## config.mk

```make
export PLATFORM = sky130hd
export DESIGN_NAME = uart_rx_cfg
export DESIGN_NICKNAME = d
export VERILOG_FILES = /design/src/rtl/uart_rx_cfg.sv
export SDC_FILE = /design/constraint.sdc
export NUM_CORES = 1
export LEC_CHECK = 0
export CORE_UTILIZATION = 25
export DETAILED_ROUTE_END_ITERATION = 7
export GPL_ROUTABILITY_DRIVEN = 0
export MAX_ROUTING_LAYER = met4
export PLACE_DENSITY = 0.5
export REMOVE_ABC_BUFFERS = 1
export SYNTH_ARGS = -nofsm -noshare
export SYNTH_HDL_FRONTEND = slang
export SYNTH_SLANG_ARGS = --single-unit
```

## constraint.sdc

```tcl
create_clock -name clk -period 4.7 [get_ports clk]
set_clock_uncertainty 0.05 [all_clocks]
set_input_delay 0.94 -clock clk [delete_from_list [all_inputs] [get_ports clk]]
set_output_delay 0.94 -clock clk [all_outputs]
set_load 0.01 [all_outputs]
```

## src/rtl/uart_rx_cfg.sv

```systemverilog
// Configurable UART receiver: 2-flop synchronizer, mid-bit sampling FSM,
// parity/framing checks and running sum/count of clean frames.
module uart_rx_cfg #(
   parameter int unsigned cycles_per_bit = 3,
   parameter int unsigned data_bits      = 8,
   parameter int unsigned parity_mode    = 0,
   parameter int unsigned stop_bits      = 1
) (
   input  logic                 clk,
   input  logic                 rst,
   input  logic                 i_serial,
   output logic [data_bits-1:0] o_data,
   output logic                 o_valid,
   output logic                 o_parity_err,
   output logic                 o_frame_err,
   output logic                 o_idle,
   output logic [31:0]          o_sum,
   output logic [15:0]          o_count
);

   typedef enum logic [2:0] {IDLE, START, DATA, PARITY, STOP, BREAK} state_t;

   localparam logic [15:0] FULL = 16'(cycles_per_bit - 1);
   localparam logic [15:0] HALF = 16'(cycles_per_bit / 2 - 1);
   localparam logic [3:0]  LAST_DATA = 4'(data_bits - 1);
   localparam logic        LAST_STOP = 1'(stop_bits - 1);
   localparam logic        ODD = (parity_mode == 2);

   state_t               state;
   logic                 sync1, line;
   logic [15:0]          cnt;
   logic [3:0]           bit_idx;
   logic                 stop_idx;
   logic [data_bits-1:0] shreg;
   logic                 par, perr, ferr;
   logic                 frame_bad;

   always_ff @(posedge clk) begin
      if (rst) begin
         sync1 <= 1'b1;
         line  <= 1'b1;
      end else begin
         sync1 <= i_serial;
         line  <= sync1;
      end
   end

   // Includes the stop bit being sampled right now, so the final-stop decision is not a cycle late.
   assign frame_bad = ferr | ~line;

   always_ff @(posedge clk) begin
      if (rst) begin
         state        <= IDLE;
         cnt          <= '0;
         bit_idx      <= '0;
         stop_idx     <= 1'b0;
         shreg        <= '0;
         par          <= 1'b0;
         perr         <= 1'b0;
         ferr         <= 1'b0;
         o_data       <= '0;
         o_valid      <= 1'b0;
         o_parity_err <= 1'b0;
         o_frame_err  <= 1'b0;
         o_idle       <= 1'b1;
         o_sum        <= '0;
         o_count      <= '0;
      end else begin
         o_valid <= 1'b0;
         unique case (state)
            IDLE: begin
               if (!line) begin
                  state    <= START;
                  o_idle   <= 1'b0;
                  cnt      <= HALF;
                  bit_idx  <= '0;
                  stop_idx <= 1'b0;
                  par      <= 1'b0;
                  perr     <= 1'b0;
                  ferr     <= 1'b0;
               end
            end
            START: begin
               if (cnt != '0) begin
                  cnt <= cnt - 16'd1;
               end else if (line) begin
                  state  <= IDLE;
                  o_idle <= 1'b1;
               end else begin
                  state <= DATA;
                  cnt   <= FULL;
               end
            end
            DATA: begin
               if (cnt != '0) begin
                  cnt <= cnt - 16'd1;
               end else begin
                  cnt     <= FULL;
                  shreg   <= {line, shreg[data_bits-1:1]};
                  par     <= par ^ line;
                  bit_idx <= bit_idx + 4'd1;
                  if (bit_idx == LAST_DATA)
                     state <= (parity_mode != 0) ? PARITY : STOP;
               end
            end
            PARITY: begin
               if (cnt != '0) begin
                  cnt <= cnt - 16'd1;
               end else begin
                  cnt   <= FULL;
                  perr  <= par ^ line ^ ODD;
                  state <= STOP;
               end
            end
            STOP: begin
               if (cnt != '0) begin
                  cnt <= cnt - 16'd1;
               end else if (stop_idx == LAST_STOP) begin
                  cnt          <= FULL;
                  o_valid      <= 1'b1;
                  o_data       <= shreg;
                  o_parity_err <= perr;
                  o_frame_err  <= frame_bad;
                  if (!perr && !frame_bad) begin
                     o_sum   <= o_sum + 32'(shreg);
                     o_count <= o_count + 16'd1;
                  end
                  state  <= frame_bad ? BREAK : IDLE;
                  o_idle <= ~frame_bad;
               end else begin
                  cnt      <= FULL;
                  ferr     <= frame_bad;
                  stop_idx <= 1'b1;
               end
            end
            BREAK: begin
               if (line) begin
                  state  <= IDLE;
                  o_idle <= 1'b1;
               end
            end
            default: begin
               state  <= IDLE;
               o_idle <= 1'b1;
            end
         endcase
      end
   end

endmodule

```

==> results of run 1 <==
==> state kept, by name, indices dropped and copies added, names as in the netlist, 3 cells and up <==
signal	cells
o_data	8
o_count	16
bit_idx	4
shreg	8
cnt	16
state	3
o_sum	32
==> power by group through the flow <==
stage,clock [uW],combinational (uW),sequential (uW)
after floorplan,0,256,884
after global placement,0,362,890
after detailed placement,0,368,892
after CTS,836,371,874
after global routing,870,409,879
final,813,376,876
==> placed cells by master, fill, tap and decap left out, types with 13 or more instances in the layout <==
master           Yosys  final
o21ai_0             26     26
nor2_1              36     36
nand3_1             21     21
or4_1               28     28
nand2_1             57     57
clkdlybuf4s50_1      0     61
o31ai_1             25     25
dfxtp_1             96     96
a21oi_1             75     75
inv_1               18     18
or3_1               18     18
nand4_1             13     13
==> worst paths after layout <==
check / cells after the start / end
setup / recovery: 7 / cnt[2]
hold / removal: 1 / line
setup reg to reg: 7 / cnt[2]
hold reg to reg: 1 / line
==> cell type report <==
type                       count  area [um^2]
sequential                    96         1920
multi-input combinational    438         2720
clock buffer                  12          256
tap                          260          325
clock inverter                 3         65.1
fill                        1949        12800
timing repair buffer          64          631
inverter                      18         67.6
==> per-stage QoR <==
stage | power, uW | worst slack (ps) | hold slack [ps] | util (%)
floorplan | 1140 | 2410 | 339 | -
global placement | 1250 | 1800 | 349 | 30.1
detailed placement | 1260 | 1690 | 348 | 30.1
CTS | 2080 | 1690 | 364 | 31.8
global route | 2160 | 1380 | 374 | 31.8
finish | 2060 | 1610 | 360 | 31.8
==> worst max-delay path, cell delays in order (launching register included) <==
cell,delay [ps]
dfxtp_1,320
inv_1,90
ha_1,210
nor4b_1,280
nand4_1,550
a21oi_1,1120
o21ai_0,240
a21oi_1,170
==> kinds of logic (layout without fill, tap and decap cells) <==
logic type	after synthesis	after routing
DFF	96	96
adders and majority gates	12	12
xor gates and xnor gates	10	10
muxes	11	11
and+or+nand+nor	232	232
buffers and inverters	51	97
AOI/OAI and AO/OA	173	173
==> layer usage <==
| layer | up-vias | global-route usage [%] | share of wire, % |
|---|---|---|---|
| li1 | 2274 | - | - |
| met1 | 2237 | 17.3 | 46 |
| met2 | 118 | 24.1 | 48 |
| met3 | 13 | 3.58 | 4.9 |
| met4 | 0 | 4.12 | 1.2 |
| met5 | - | - | 0 |
==> results.json, run 1 <==
{
  "report.final.slew_viol_count": 0,
  "clk_pin_slew_ps": 70,
  "crit_path_start": "cnt[0]",
  "placed_area_mm2": 0.00566,
  "clockPowerShare_pct": 39.4,
  "syn-cell-area_mm2": 0.00485,
  "insertion_delay_ps": 350,
  "synth_adder_area_share_pct": 3.25,
  "vias_per_cell": 5.21,
  "ctsHoldBuffers": 0,
  "crit_required_ps": 4930,
  "avgRoutedWirePerCell_um": 15.4,
  "reg2reg_slack_ps": 1610,
  "yosys.area.top_type": "dfxtp_1",
  "ant_nets": 0,
  "synthDominantCellAreaShare_pct": 39.6,
  "relSlewSlack_pct": 23.0,
  "synthMuxAreaShare_pct": 2.27,
  "n_antenna_cell": 0,
  "post-dp-hpwl_um": 9460,
  "cts-buffers-inserted": 9,
  "grt_use_total_pct": 14.5,
  "swShare_pct": 30.2,
  "synthTopCellsByArea": "dfxtp_1 (40%), a21oi_1 (7.7%), nand2_1 (4.4%)",
  "overflow": 0,
  "status": "finished, final reports clean",
  "drt_iter0_drc": 289,
  "fin_crit_sh_pct": 65.7,
  "timing.fmax_mhz": 324,
  "ys_types": 59,
  "drive_above_1_share_pct": 4.28,
  "synth_top_family_by_area": "simple AND/OR/NAND/NOR gates",
  "nets": 642,
  "synth_seq_area_share_pct": 39.6,
  "power.leakage_uw": 0.00191,
  "combPwrFrac_pct": 18.2,
  "cp-start-kind": "flop",
  "die_area_mm2": 0.0200,
  "synth.most_common_cell": "dfxtp_1",
  "h-tree-depth": 3,
  "crit_fanout": 15,
  "numPortBuffers": 62,
  "first_pass_iters": 5,
  "tightest_slew_ps": 1160,
  "yosys_warnings": 0,
  "std_cell_rows": 50,
  "grt_max_degree": 67,
  "stdcell_count": 891,
  "p_int_uw": 1440,
  "drv_cap": 0,
  "synthCells": 585,
  "pwr-share-seq_pct": 42.4,
  "synth-xor-area-share_pct": 1.81,
  "synthSimpleGateAreaFrac_pct": 26.6,
  "final_area_mm2": 0.00598,
  "power_density_mw_per_mm2": 345,
  "report.final.hold_viol_count": 0,
  "dp_cells": 876,
  "start_util_pct": 25.7,
  "synth_compound_area_share_pct": 22.1,
  "setup_viol": 0,
  "die_height_um": 141,
  "worstHoldStart": "sync1",
  "hold_class": "reg2reg",
  "period_needed_ps": 3090,
  "p_switching_uw": 624,
  "wl_um": 13700,
  "ctsResizeCount": 0,
  "first_global_vias": 4434,
  "cts_setup_buffers": 0,
  "path_class": "reg2reg",
  "vias": 4642,
  "ys.flop_type": "dfxtp_1",
  "cts_tree": "yes",
  "io_pins": 63,
  "ys_ff_latch": 96,
  "fin_setup_tns_ps": 0,
  "cp.arrival_ps": 3320,
  "clock_sinks": 96,
  "grt_pass1_wl_um": 22200,
  "cts_buffer_depth": 2,
  "die_w_um": 141,
  "async_flop_share_pct": 0,
  "vdd_drop_max_uv": 199,
  "crit_path_end_kind": "flop",
  "drcViolationCount": 0,
  "synth_common_cells": "dfxtp_1 (96), a21oi_1 (75), nand2_1 (57), nor2_1 (36), or4_1 (28)",
  "synth_edf_count": 0,
  "synth.avg_cell_area_um2": 8.29,
  "areaGrowthSynthToFinish_pct": 23.4,
  "cts_root_buffer": "clkbuf_16",
  "core_area_mm2": 0.0188,
  "antenna_found_initial": 0,
  "rsz0062_at_grt": "false",
  "worstReg2RegStart": "cnt[0]"
}
Power figures use the tool's default switching activity.
==> inputs of run 2 (changes only) <==
--- a/config.mk
+++ b/config.mk
@@ -9,7 +9,7 @@
 export DETAILED_ROUTE_END_ITERATION = 7
 export GPL_ROUTABILITY_DRIVEN = 0
 export MAX_ROUTING_LAYER = met4
-export PLACE_DENSITY = 0.5
+export PLACE_DENSITY = 0.52
 export REMOVE_ABC_BUFFERS = 1
 export SYNTH_ARGS = -nofsm -noshare
 export SYNTH_HDL_FRONTEND = slang
==> constraint.sdc (replaced) <==
create_clock -name clk -period 2.6 [get_ports clk]
set_clock_uncertainty 0.05 [all_clocks]
set_input_delay 0.52 -clock clk [delete_from_list [all_inputs] [get_ports clk]]
set_output_delay 0.52 -clock clk [all_outputs]
set_load 0.01 [all_outputs]
==> results.json, run 2 (synthesis results as in run 1) <==
{
  "status": "finished, final reports clean",
  "rr_endpoint": "o_count[12]",
  "swShare_pct": 32.4,
  "pwr-share-seq_pct": 43.1,
  "first_pass_iters": 4,
  "worstHoldStart": "sync1",
  "whs_endpoint": "line",
  "tightest_slew_ps": 595,
  "setup_viol": 0,
  "drcViolationCount": 0,
  "cp-start-kind": "flop",
  "final_common_cell": "dfxtp_1",
  "fin_setup_tns_ps": 0,
  "report.final.slew_viol_count": 0,
  "clockPowerShare_pct": 35.6,
  "layout_common_cells": "dfxtp_1 (96), a21oi_1 (75), clkdlybuf4s50_1 (61)",
  "reg2reg_slack_ps": 200,
  "path_class": "reg2reg",
  "avgRoutedWirePerCell_um": 14.5,
  "core_area_mm2": 0.0188,
  "grt_pass1_wl_um": 21700,
  "min_path_cells": 1,
  "rsz0062_at_grt": "false",
  "period_needed_ps": 2400,
  "fillCellCount": 1993,
  "first_global_vias": 4280,
  "hold_class": "reg2reg",
  "drt_iter0_drc": 285,
  "antenna_found_initial": 0,
  "r2r_cells": 7,
  "largest_reg_flops": 32,
  "nets": 664,
  "final_area_mm2": 0.00611,
  "grt_max_degree": 41,
  "h-tree-depth": 3,
  "io_pins": 63,
  "die_area_mm2": 0.0200,
  "grt_most_used_layer": "met2",
  "top_register": "o_sum",
  "n_antenna_cell": 0,
  "vias": 4623,
  "cts_buffer_depth": 2,
  "ctsResizeCount": 0,
  "vdd_drop_max_uv": 280,
  "seqCellArea_mm2": 0.00192,
  "numPortBuffers": 62,
  "power_density_mw_per_mm2": 599,
  "combPwrFrac_pct": 21.4,
  "cts_root_buffer": "clkbuf_16",
  "std_cell_rows": 50,
  "placed_area_mm2": 0.00583,
  "fin_crit_sh_pct": 92.2,
  "insertion_delay_ps": 350,
  "crit_fanout": 9,
  "power.leakage_uw": 0.00199,
  "worstReg2RegStart": "cnt[0]",
  "vias_per_cell": 5.06,
  "grt_use_total_pct": 14.0,
  "ctsHoldBuffers": 0,
  "reg_top3": "o_sum (32), cnt (16), o_count (16)",
  "overflow": 0,
  "crit_path_end_kind": "flop",
  "met2_usage_pct": 22.2,
  "drv_cap": 0,
  "cts_tree": "yes",
  "areaGrowthSynthToFinish_pct": 26.1,
  "relSlewSlack_pct": 60.1,
  "cts_setup_buffers": 0,
  "p_switching_uw": 1190,
  "p_int_uw": 2480,
  "met3_usage_pct": 2.73,
  "wl_um": 13200,
  "timing.fmax_mhz": 417,
  "post-dp-hpwl_um": 9590,
  "cp.arrival_ps": 2630,
  "met1_usage_pct": 17.7,
  "crit_required_ps": 2830,
  "clk_pin_slew_ps": 70,
  "drive_above_1_share_pct": 7.95,
  "die_height_um": 141,
  "multi_input_area_mm2": 0.00272,
  "ant_nets": 0,
  "die_w_um": 141,
  "start_util_pct": 25.7,
  "cts-buffers-inserted": 9,
  "clock_sinks": 96,
  "report.final.hold_viol_count": 0
}
[run 2: cell count changes in the layout (fill, tap and decap cells not counted), sizes merged]
| cell | before | now |
|---|---|---|
| buf | 3 | 25 |
| bufinv | 2 | 0 |
| clkinvlp | 0 | 1 |
| inv | 18 | 23 |
| clkbuf | 12 | 9 |
[run 2: worst max-delay path: stages, from the launching register on]
cell	delay [ps]
dfxtp_1	330
inv_1	90
ha_1	220
nor2b_1	280
and4_1	410
nand4_1	370
or3_1	450
a21oi_1	130
[run 2: worst max path at each step]
| stage | slack [ps] | depth (start not counted) | to | from |
|---|---|---|---|---|
| final | 200 | 7 | o_count[12] | cnt[0] |
| after detailed placement | 150 | 7 | o_sum[20] | o_sum[0] |
| after floorplan | 310 | 6 | o_sum[23] | o_sum[1] |
| after global routing | 30 | 7 | o_count[14] | cnt[0] |
| after global placement | 210 | 7 | o_sum[10] | o_sum[0] |
| after CTS | 130 | 7 | o_sum[20] | o_sum[0] |
[run 2: cell type report]
class                      instances  area share, %
sequential                        96           31.4
inverter                          18           1.11
tap                              260           5.32
clock inverter                     7          0.982
clock buffer                       9           3.68
timing repair buffer              86           13.0
multi-input combinational        438           44.5
[run 2: stage by stage]
| step | power [uW] | utilization (%) | hold WS, ps | setup WS (ps) | instances |
|---|---|---|---|---|---|
| 3_3_place_gp | 2370 | 30.9 | 349 | 207 | 898 |
| 4_1_cts | 3710 | 32.5 | 367 | 129 | 914 |
| 2_1_floorplan | 2060 | - | 339 | 311 | 552 |
| 5_1_grt | 3880 | 32.5 | 382 | 33.2 | 914 |
| 6_report | 3660 | 32.5 | 364 | 204 | 914 |
| 3_5_place_dp | 2390 | 30.9 | 348 | 147 | 898 |
[run 2: power groups by stage]
stage                     registers, uW  clock network, uW  logic [uW]
after floorplan                    1600                  0         463
after detailed placement           1610                  0         777
after global placement             1600                  0         765
final                              1580               1300         783
after CTS                          1570               1350         782
after global routing               1580               1420         873
[run 2: per-layer routing]
metal	wire, um	up-vias
met4	159	0
met3	607	11
met1	6170	2213
li1	-	2306
met5	0	-
met2	6280	93
==> inputs of run 3 (changes only) <==
--- a/config.mk
+++ b/config.mk
@@ -5,6 +5,7 @@
 export SDC_FILE = /design/constraint.sdc
 export NUM_CORES = 1
 export LEC_CHECK = 0
+export ABC_AREA = 0
 export CORE_UTILIZATION = 25
 export DETAILED_ROUTE_END_ITERATION = 7
 export GPL_ROUTABILITY_DRIVEN = 0
==> results of run 3 <==
Same layout as run 2: the final DEF is identical, and so are final timing and power.
